File: config.mk
export PLATFORM = sky130hd
export DESIGN_NAME = alu_arbiter_flat
export DESIGN_NICKNAME = d
export VERILOG_FILES = /design/src/rtl/alu_arbiter_pkg.sv /design/src/rtl/alu_arbiter_if.sv /design/src/rtl/alu_arbiter_alu.sv /design/src/rtl/alu_arbiter.sv /design/src/flat_wrapper.sv
export SDC_FILE = /design/constraint.sdc
export NUM_CORES = 1
export LEC_CHECK = 0
export CORE_UTILIZATION = 35
export CTS_CLUSTER_SIZE = 12
export DETAILED_ROUTE_END_ITERATION = 12
export PLACE_DENSITY_LB_ADDON = 0.12
export SYNTH_ARGS = -nofsm -noshare
export SYNTH_HDL_FRONTEND = slang
export SYNTH_SLANG_ARGS = --single-unit
File: constraint.sdc
create_clock -name clk -period 9.5 [get_ports clk]
set_input_delay 0.95 -clock clk [delete_from_list [all_inputs] [get_ports clk]]
set_output_delay 0.95 -clock clk [all_outputs]
set_load 0.02 [all_outputs]
File: src/rtl/alu_arbiter_pkg.sv
// Shared definitions for the two-port ALU arbiter: datapath width and the
// alu_control operation encoding.
package alu_arbiter_pkg;

    localparam int ALU_W = 32;

    typedef enum logic [2:0] {
        ALU_ADD   = 3'b000,
        ALU_SLL   = 3'b001,
        ALU_SLT   = 3'b010,
        ALU_SLTU  = 3'b011,
        ALU_XOR   = 3'b100,
        ALU_SRL   = 3'b101,
        ALU_OR    = 3'b110,
        ALU_PASSB = 3'b111
    } alu_op_e;

endpackage

File: src/rtl/alu_arbiter_if.sv
// Request/response bundle for both ports of the shared-ALU arbiter.
// The requester side is the master; the arbiter is the slave.
interface alu_arbiter_if;
    import alu_arbiter_pkg::*;

    logic [1:0]       req_valid;
    logic [1:0]       req_ready;
    logic [ALU_W-1:0] req_a0;
    logic [ALU_W-1:0] req_a1;
    logic [ALU_W-1:0] req_b0;
    logic [ALU_W-1:0] req_b1;
    logic [2:0]       req_op0;
    logic [2:0]       req_op1;
    logic [1:0]       rsp_valid;
    logic [1:0]       rsp_ready;
    logic [ALU_W-1:0] rsp_result0;
    logic [ALU_W-1:0] rsp_result1;
    logic             rsp_zero0;
    logic             rsp_zero1;
    logic             busy;

    modport master (
        output req_valid, req_a0, req_a1, req_b0, req_b1, req_op0, req_op1, rsp_ready,
        input  req_ready, rsp_valid, rsp_result0, rsp_result1, rsp_zero0, rsp_zero1, busy
    );

    modport slave (
        input  req_valid, req_a0, req_a1, req_b0, req_b1, req_op0, req_op1, rsp_ready,
        output req_ready, rsp_valid, rsp_result0, rsp_result1, rsp_zero0, rsp_zero1, busy
    );

endinterface

File: src/rtl/alu_arbiter_alu.sv
// Purely combinational 32-bit ALU shared by both arbiter ports.
// Shift amounts use b[4:0]; zero flags an all-zero result.
module alu_arbiter_alu
    import alu_arbiter_pkg::*;
(
    input  logic [ALU_W-1:0] a,
    input  logic [ALU_W-1:0] b,
    input  logic [2:0]       op,
    output logic [ALU_W-1:0] result,
    output logic             zero
);

    always_comb begin
        // NOTE: result gets a default first so no path through the case can infer a latch.
        result = '0;
        case (alu_op_e'(op))
            ALU_ADD:   result = a + b;
            ALU_SLL:   result = a << b[4:0];
            ALU_SLT:   result = {{(ALU_W-1){1'b0}}, $signed(a) < $signed(b)};
            ALU_SLTU:  result = {{(ALU_W-1){1'b0}}, a < b};
            ALU_XOR:   result = a ^ b;
            ALU_SRL:   result = a >> b[4:0];
            ALU_OR:    result = a | b;
            ALU_PASSB: result = b;
            default:   result = '0;
        endcase
    end

    assign zero = (result == '0);

endmodule

File: src/rtl/alu_arbiter.sv
// Round-robin arbiter sharing one ALU between two requesters, with one
// registered response slot per port and synchronous active-low reset.
module alu_arbiter
    import alu_arbiter_pkg::*;
(
    input  logic         clk,
    input  logic         rst_n,
    alu_arbiter_if.slave bus
);

    logic [1:0]       slot_free;
    logic [1:0]       eligible;
    logic [1:0]       grant;
    logic [1:0]       accept;
    logic             last_grant;

    logic [ALU_W-1:0] alu_a;
    logic [ALU_W-1:0] alu_b;
    logic [2:0]       alu_op;
    logic [ALU_W-1:0] alu_result;
    logic             alu_zero;

    logic [1:0]       rsp_valid_q;
    logic [ALU_W-1:0] result_q [2];
    logic [1:0]       zero_q;

    // A slot being drained this cycle can take a new result on the same edge.
    always_comb begin
        slot_free = ~rsp_valid_q | bus.rsp_ready;
        eligible  = bus.req_valid & slot_free;
        if (eligible == 2'b11) begin
            grant = last_grant ? 2'b01 : 2'b10;
        end else begin
            grant = eligible;
        end
    end

    assign bus.req_ready = rst_n ? (grant & slot_free) : 2'b00;
    assign accept        = bus.req_valid & bus.req_ready;

    always_comb begin
        alu_a  = grant[1] ? bus.req_a1  : bus.req_a0;
        alu_b  = grant[1] ? bus.req_b1  : bus.req_b0;
        alu_op = grant[1] ? bus.req_op1 : bus.req_op0;
    end

    alu_arbiter_alu u_alu (
        .a      (alu_a),
        .b      (alu_b),
        .op     (alu_op),
        .result (alu_result),
        .zero   (alu_zero)
    );

    // NOTE: sequential state uses non-blocking assignments so every register
    // samples pre-edge values regardless of statement order.
    always_ff @(posedge clk) begin
        if (!rst_n) begin
            rsp_valid_q <= 2'b00;
            zero_q      <= 2'b00;
            last_grant  <= 1'b1;
            // NOTE: the two-entry slot array is reset as well, so a flushed
            // response reads back as zero rather than stale data.
            for (int i = 0; i < 2; i++) begin
                result_q[i] <= '0;
            end
        end else begin
            for (int i = 0; i < 2; i++) begin
                if (accept[i]) begin
                    rsp_valid_q[i] <= 1'b1;
                    result_q[i]    <= alu_result;
                    zero_q[i]      <= alu_zero;
                end else if (bus.rsp_ready[i]) begin
                    rsp_valid_q[i] <= 1'b0;
                end
            end
            if (accept[0]) begin
                last_grant <= 1'b0;
            end else if (accept[1]) begin
                last_grant <= 1'b1;
            end
        end
    end

    assign bus.rsp_valid   = rsp_valid_q;
    assign bus.rsp_result0 = result_q[0];
    assign bus.rsp_result1 = result_q[1];
    assign bus.rsp_zero0   = zero_q[0];
    assign bus.rsp_zero1   = zero_q[1];
    assign bus.busy        = |rsp_valid_q;

endmodule

File: src/flat_wrapper.sv
// flat-port wrapper written by rule: the top's interface ports become plain ports
module alu_arbiter_flat import alu_arbiter_pkg::*;
  (clk, rst_n, bus_req_valid, bus_req_a0, bus_req_a1, bus_req_b0, bus_req_b1, bus_req_op0, bus_req_op1, bus_rsp_ready, bus_req_ready, bus_rsp_valid, bus_rsp_result0, bus_rsp_result1, bus_rsp_zero0, bus_rsp_zero1, bus_busy);
  alu_arbiter_if bus_i ();
  input  logic clk;
  input  logic rst_n;
  input wire logic [$bits(bus_i.req_valid)-1:0] bus_req_valid;
  input wire logic [$bits(bus_i.req_a0)-1:0] bus_req_a0;
  input wire logic [$bits(bus_i.req_a1)-1:0] bus_req_a1;
  input wire logic [$bits(bus_i.req_b0)-1:0] bus_req_b0;
  input wire logic [$bits(bus_i.req_b1)-1:0] bus_req_b1;
  input wire logic [$bits(bus_i.req_op0)-1:0] bus_req_op0;
  input wire logic [$bits(bus_i.req_op1)-1:0] bus_req_op1;
  input wire logic [$bits(bus_i.rsp_ready)-1:0] bus_rsp_ready;
  output wire logic [$bits(bus_i.req_ready)-1:0] bus_req_ready;
  output wire logic [$bits(bus_i.rsp_valid)-1:0] bus_rsp_valid;
  output wire logic [$bits(bus_i.rsp_result0)-1:0] bus_rsp_result0;
  output wire logic [$bits(bus_i.rsp_result1)-1:0] bus_rsp_result1;
  output wire logic [$bits(bus_i.rsp_zero0)-1:0] bus_rsp_zero0;
  output wire logic [$bits(bus_i.rsp_zero1)-1:0] bus_rsp_zero1;
  output wire logic [$bits(bus_i.busy)-1:0] bus_busy;
  assign bus_i.req_valid = bus_req_valid;
  assign bus_i.req_a0 = bus_req_a0;
  assign bus_i.req_a1 = bus_req_a1;
  assign bus_i.req_b0 = bus_req_b0;
  assign bus_i.req_b1 = bus_req_b1;
  assign bus_i.req_op0 = bus_req_op0;
  assign bus_i.req_op1 = bus_req_op1;
  assign bus_i.rsp_ready = bus_rsp_ready;
  assign bus_req_ready = bus_i.req_ready;
  assign bus_rsp_valid = bus_i.rsp_valid;
  assign bus_rsp_result0 = bus_i.rsp_result0;
  assign bus_rsp_result1 = bus_i.rsp_result1;
  assign bus_rsp_zero0 = bus_i.rsp_zero0;
  assign bus_rsp_zero1 = bus_i.rsp_zero1;
  assign bus_busy = bus_i.busy;
  alu_arbiter u_core (.clk(clk), .rst_n(rst_n), .bus(bus_i));
endmodule
==> impl_metrics.yaml <==
status:
  outcome: "finished, final reports clean"
die:
  die_area_mm2: 0.0475
  die-width_um: 218
  num_rows: 78
  start_util_pct: 35.7
  coreArea_mm2: 0.0457
  die_h_um: 218
  boundaryPins: 211
detailed_routing:
  postRouteAntennaNets: 0
  vias: 18019
  first_pass_iters: 6
  viasPerCell: 6.76
  post_drt_wl_per_cell_um: 34.6
  wirelength_um: 92300
  drt_iter0_markers: 2019
  drc: 0
logic_synthesis:
  syn_area_mm2: 0.0163
  synth_seq_cells: 69
  synth_edf_count: 64
  synth-simple-area-share_pct: 20.8
  synth_xor_xnor_area_share_pct: 1.02
  synth_fa_ha_area_share_pct: 7.49
  ys_seq_area_share_pct: 12.4
  syn_inst: 1985
  synth_mux_area_share_pct: 30.7
  ys.flop_type: "edfxtp_1"
  synth_top_family_by_area: "multiplexers"
  ys_warn_count: 0
  synth_compound_area_share_pct: 19.1
  synth_cell_type_count: 93
  syn_nets: 2222
  synthArstFlopShare_pct: 0
  synth_area_per_cell_um2: 8.22
cts:
  insertion_delay_ns: 0.33
  post_cts_resized: 0
  cts_sinks: 69
  hold_buffers: 0
  htree_levels: 3
  max-clock-path-buffers: 2
  cts_tree: "done"
  cts_setup_buffers: 0
  cts_root_buf: "clkbuf_16"
  cts_made_buffers: 9
  path_clk_slew_ns: 0.06
placement:
  dp_cells: 2650
  numPortBuffers: 210
  place.gp.congestion: 1.04
  hpwl_um: 71700
run:
  max_cap_violations: 0
pwr:
  pwr-share-seq_pct: 17.4
  power_frac_comb_pct: 65.8
  p_sw_share_pct: 48.0
  power_mw: 2.23
  p_leak_nw: 7.47
  peakVddDrop_uv: 165
  switchingPower_mw: 1.07
  p_per_area_mw_per_mm2: 118
  power.share.clock_pct: 16.9
  p_int_mw: 1.16
timing:
  fin_skew_ns: 0.00468
  fin_hold_ws_ns: 0.496
  max_freq_mhz: 136
  drv_slew: 0
  hold_viol_final: 0
  max_slew_margin_pct: 10.9
  worstMarginPinSlew_ns: 1.34
  min_period_ns: 7.36
  rsz0062_at_grt: "false"
  setup_viol: 0
  period_share_pct: 77.4
  final.setup.tns_ns: 0
setup_path:
  end_kind: "register"
  start_kind: "primary input"
  crit_type: "primary input to register"
  crit_fanout: 65
  ff2ff_setup_slack_ns: 2.93
  cp.arrival_ns: 7.60
  worstPathRequired_ns: 9.74
  r2r_cells: 16
global_route:
  grt_pass1_vias: 16971
  globalRouteOverflowTotal: 0
  grt.total_usage_pct: 38.1
  grt_pass1_wl_um: 129000
  grt_max_degree: 66
  antenna_found_initial: 4
layout:
  drive_gt1_share_pct: 14.4
  final_cells: 2667
  area_growth_pct: 15.9
  nets: 2298
min_path:
  worstHoldPathType: "register to register"
  whs_path_depth: 2
[worst max-delay path: stages]
cell and delay [ns]:
clkdlybuf4s50_1 0.45, nand2b_1 0.37, o211a_4 0.69, buf_12 0.41
buf_4 0.29, mux2i_1 0.45, inv_1 0.10, ha_1 0.44
or4b_2 0.66, nor3_2 0.35, nand3_1 0.24, or3_1 0.52
a41oi_1 0.28, nand3_1 0.16, a2111oi_2 0.45, nand4_1 0.31
o41ai_2 0.34
[power by group through the flow]
stage / sequential (mW) / combinational [mW] / clock, mW
final: 0.387 / 1.47 / 0.376
after CTS: 0.388 / 1.43 / 0.383
after detailed placement: 0.394 / 1.42 / 0
after floorplan: 0.441 / 0.819 / 0
after global routing: 0.390 / 1.53 / 0.391
after global placement: 0.394 / 1.43 / 0
[worst paths after layout]
kind | from | endpoint
max | bus_rsp_ready[1] | u_core.zero_q[1]
min | u_core.zero_q[0] | u_core.zero_q[0]
max reg2reg | u_core.bus.rsp_valid[1] | u_core.zero_q[1]
min reg2reg | u_core.zero_q[0] | u_core.zero_q[0]
[registers in the layout, summed over array words and instances (netlist names)]
signal                count
u_core.bus.rsp_valid      2
u_core.result_q          64
u_core.last_grant         1
u_core.zero_q             2
[stage by stage]
step	area [um^2]	setup WS [ns]	util, %
after floorplan	16300	3.68	-
after global placement	18600	2.04	40.6
after detailed placement	18600	2.01	40.6
after CTS	18900	2.35	41.4
after global routing	18900	2.07	41.4
final	18900	2.14	41.4
[metal layers]
layer | global-route usage [%] | share of wire (%)
met1 | 51.9 | 41
met2 | 59.2 | 44
met3 | 4.48 | 9.5
met4 | 19.7 | 6.0
met5 | 0 | 0.024
[area by class of cell]
cell class	count	area, um^2
well taps	600	751
clock buffers	10	229
repair buffers	261	2480
flip-flops and latches	69	2020
clock inverters	6	111
diodes	1	2.50
fillers	4697	26800
multi-input cells	1617	12900
inverters	103	387
[cells by family (layout without fill, tap and decap cells)]
group | after synthesis | count (layout)
muxes | 342 | 342
xor gates and xnor gates | 19 | 19
DFF | 69 | 69
buffers and inverters | 299 | 380
adders and majority gates | 97 | 97
AOI/OAI and AO/OA | 435 | 435
and+or+nand+nor | 724 | 724
other | 0 | 1
[Yosys cell counts, types with 8 or more instances]
master	number	area, um^2
a211oi_1	41	308
a21o_1	15	113
a21oi_1	70	350
a31oi_1	27	169
and2_1	11	68.8
and3_1	12	75.1
buf_1	13	48.8
buf_2	50	250
buf_4	16	120
buf_6	15	169
clkbuf_1	99	372
edfxtp_1	64	1920
ha_1	96	1200
inv_1	94	353
mux2_2	68	766
mux2i_1	152	1520
mux4_2	113	2540
nand2_1	298	1120
nand2b_1	27	169
nand3_1	66	330
nand4_1	19	119
nor2_1	135	507
nor2b_1	19	119
nor3_1	54	270
nor4_1	21	131
o2111ai_1	15	131
o211a_1	8	80.1
o211ai_1	34	255
o21ai_0	73	365
o221ai_1	10	87.6
o22ai_1	20	125
o31ai_1	8	60.1
o32ai_1	15	131
or2_2	10	62.6
or3_1	12	75.1
xnor2_1	14	123
[placed cells by master, fill, tap and decap left out, drive strengths merged, types with 8 or more instances in the layout]
cell / Yosys / layout
nand3: 66 / 66
clkbuf: 99 / 10
xnor2: 14 / 14
o221ai: 10 / 10
inv: 101 / 101
and3: 12 / 12
o31ai: 8 / 8
or2: 10 / 10
a31oi: 27 / 27
nor2: 135 / 135
nand4: 19 / 19
clkdlybuf4s50: 0 / 204
o32ai: 16 / 16
o21ai: 76 / 76
o2111ai: 15 / 15
edfxtp: 64 / 64
nor4: 21 / 21
o22ai: 20 / 20
ha: 96 / 96
nand2: 300 / 300
o211ai: 35 / 35
a21o: 15 / 15
a2111oi: 10 / 10
mux2i: 156 / 156
o211a: 8 / 8
and2: 12 / 12
or3: 12 / 12
mux4: 116 / 116
nor3: 55 / 55
mux2: 70 / 70
a211oi: 42 / 42
a21oi: 70 / 70
nand2b: 27 / 27
nor2b: 20 / 20
buf: 97 / 57
Note: power is estimated with default switching activity, not from simulation.
==> variant (config.mk and constraints unchanged) <==
`ALU_W`: 32 -> 16.
--- a/src/rtl/alu_arbiter_pkg.sv
+++ b/src/rtl/alu_arbiter_pkg.sv
@@ -2,7 +2,7 @@
 // alu_control operation encoding.
 package alu_arbiter_pkg;
 
-    localparam int ALU_W = 32;
+    localparam int ALU_W = 16;
 
     typedef enum logic [2:0] {
         ALU_ADD   = 3'b000,
Interface: changed (6 resized); port bits go from 211 to 115. No check against the original RTL was run, so the function may have changed too.
==> variant against the unedited design <==
- synthesized cell count shrank 59%
- clock skew shrank 0.0023 ns
- fmax grew 24%
- die area shrank 57%
- via count fell by 60%
- combinational power shrank 63%
- area after synthesis down 57%
- sequential cell count fell by 32
- first-iteration DRC count fell by 63%
- worst setup slack better by 1.4 ns
- final area decreased by 56%
- total power decreased by 60%
- final cell count decreased by 57%
- largest cell class unchanged
- routed wire length shrank 70%
==> variant: results (changes against the unedited design) <==
status complete, no violations (unchanged); Setup Skew 0.00240 ns (was 0.00468 ns); mean post-synth cell area 8.67 sq um (was 8.22 sq um); Detail Placement HPWL 21500 um (was 71700 um); Synth Area in Compound Gates 0.200 (was 0.191); CTS buffer count 5 (was 9); detailed route wirelength on metal3 2650 um (was 8720 um); Post-Route WL 27500 um (was 92300 um); Internal 515 uW (was 1160 uW); post-synthesis adder-cell area fraction 0.0885 (was 0.0749); GR Util met3 0.0443 (was 0.0448); Reg2Reg Depth 15 (was 16); hold crit path type reg -> reg (unchanged); metal2 WL 11600 um (was 40300 um); VDD IR-drop max 0.0673 mV (was 0.165 mV); Pwr Total 890 uW (was 2230 uW); Port Buffers 114 (was 210); metal1 wirelength 12200 um (was 37600 um); nets 1007 (was 2298); vias in the first global route 6565 (was 17000); Worst slew margin 0.220 (was 0.109); placed inst area 8220 sq um (was 18600 sq um); register area share after synthesis 0.151 (was 0.124); Post-synth EDFFs 32 (was 64); critical path's slowest cell mux2i_4 (was o211a_4); crit path DAT 6.13 ns (was 7.60 ns); combinational power 537 uW (was 1470 uW); non-filler cells, final 1147 (was 2667); worst slack, placed 3.41 ns (was 2.01 ns); largest fanout on the critical path 51 (was 65); antenna cells 0 (was 1); Netlist cell types 90 (was 93); DR iter-0 viols 757 (was 2019); static leakage 0.00330 uW (was 0.00747 uW); largest net degree at the start of global routing 52 (was 66); fraction of layout instances using a drive strength above 1 0.118 (was 0.144); max incr delay on CP 0.74 ns (was 0.69 ns); htree depth 2 (was 3); via/cell ratio 6.21 (was 6.76); TritonRoute pass-1 iters 5 (was 6); number of flip-flops in the largest register 32 (was 64); mux contribution to synthesized area 0.260 (was 0.307); GR Util met1 0.395 (was 0.519); final core occ 0.428 (was 0.414); syn_nets 934 (was 2222); met2 GRT Util 0.399 (was 0.592)
## variant: cell types whose count changed after synthesis, moves of 32 or more
cell and delta:
a211oi_1 -37, a21oi_1 -38, clkbuf_1 -75, edfxtp_1 -32
ha_1 -48, inv_1 -53, mux2_2 -54, mux2i_1 -108
mux4_2 -73, nand2_1 -186, nand3_1 -44, nor2_1 -67
nor3_1 -44, o21ai_0 -40
## variant: area by class of cell
type	instances	share of cell area
well taps	265	0.0397
inverters	43	0.0193
clock buffers	6	0.0154
multi-input cells	665	0.650
clock inverters	1	0.000449
repair buffers	130	0.149
flip-flops and latches	37	0.127
## variant: worst paths after layout
path                                 from           endpoint  slack (ns)
hold reg to reg         u_core.last_grant  u_core.last_grant        0.50
setup reg to reg  u_core.bus.rsp_valid[0]   u_core.zero_q[0]        4.39
setup / recovery         bus_rsp_ready[0]   u_core.zero_q[0]        3.56
hold / removal          u_core.last_grant  u_core.last_grant        0.50
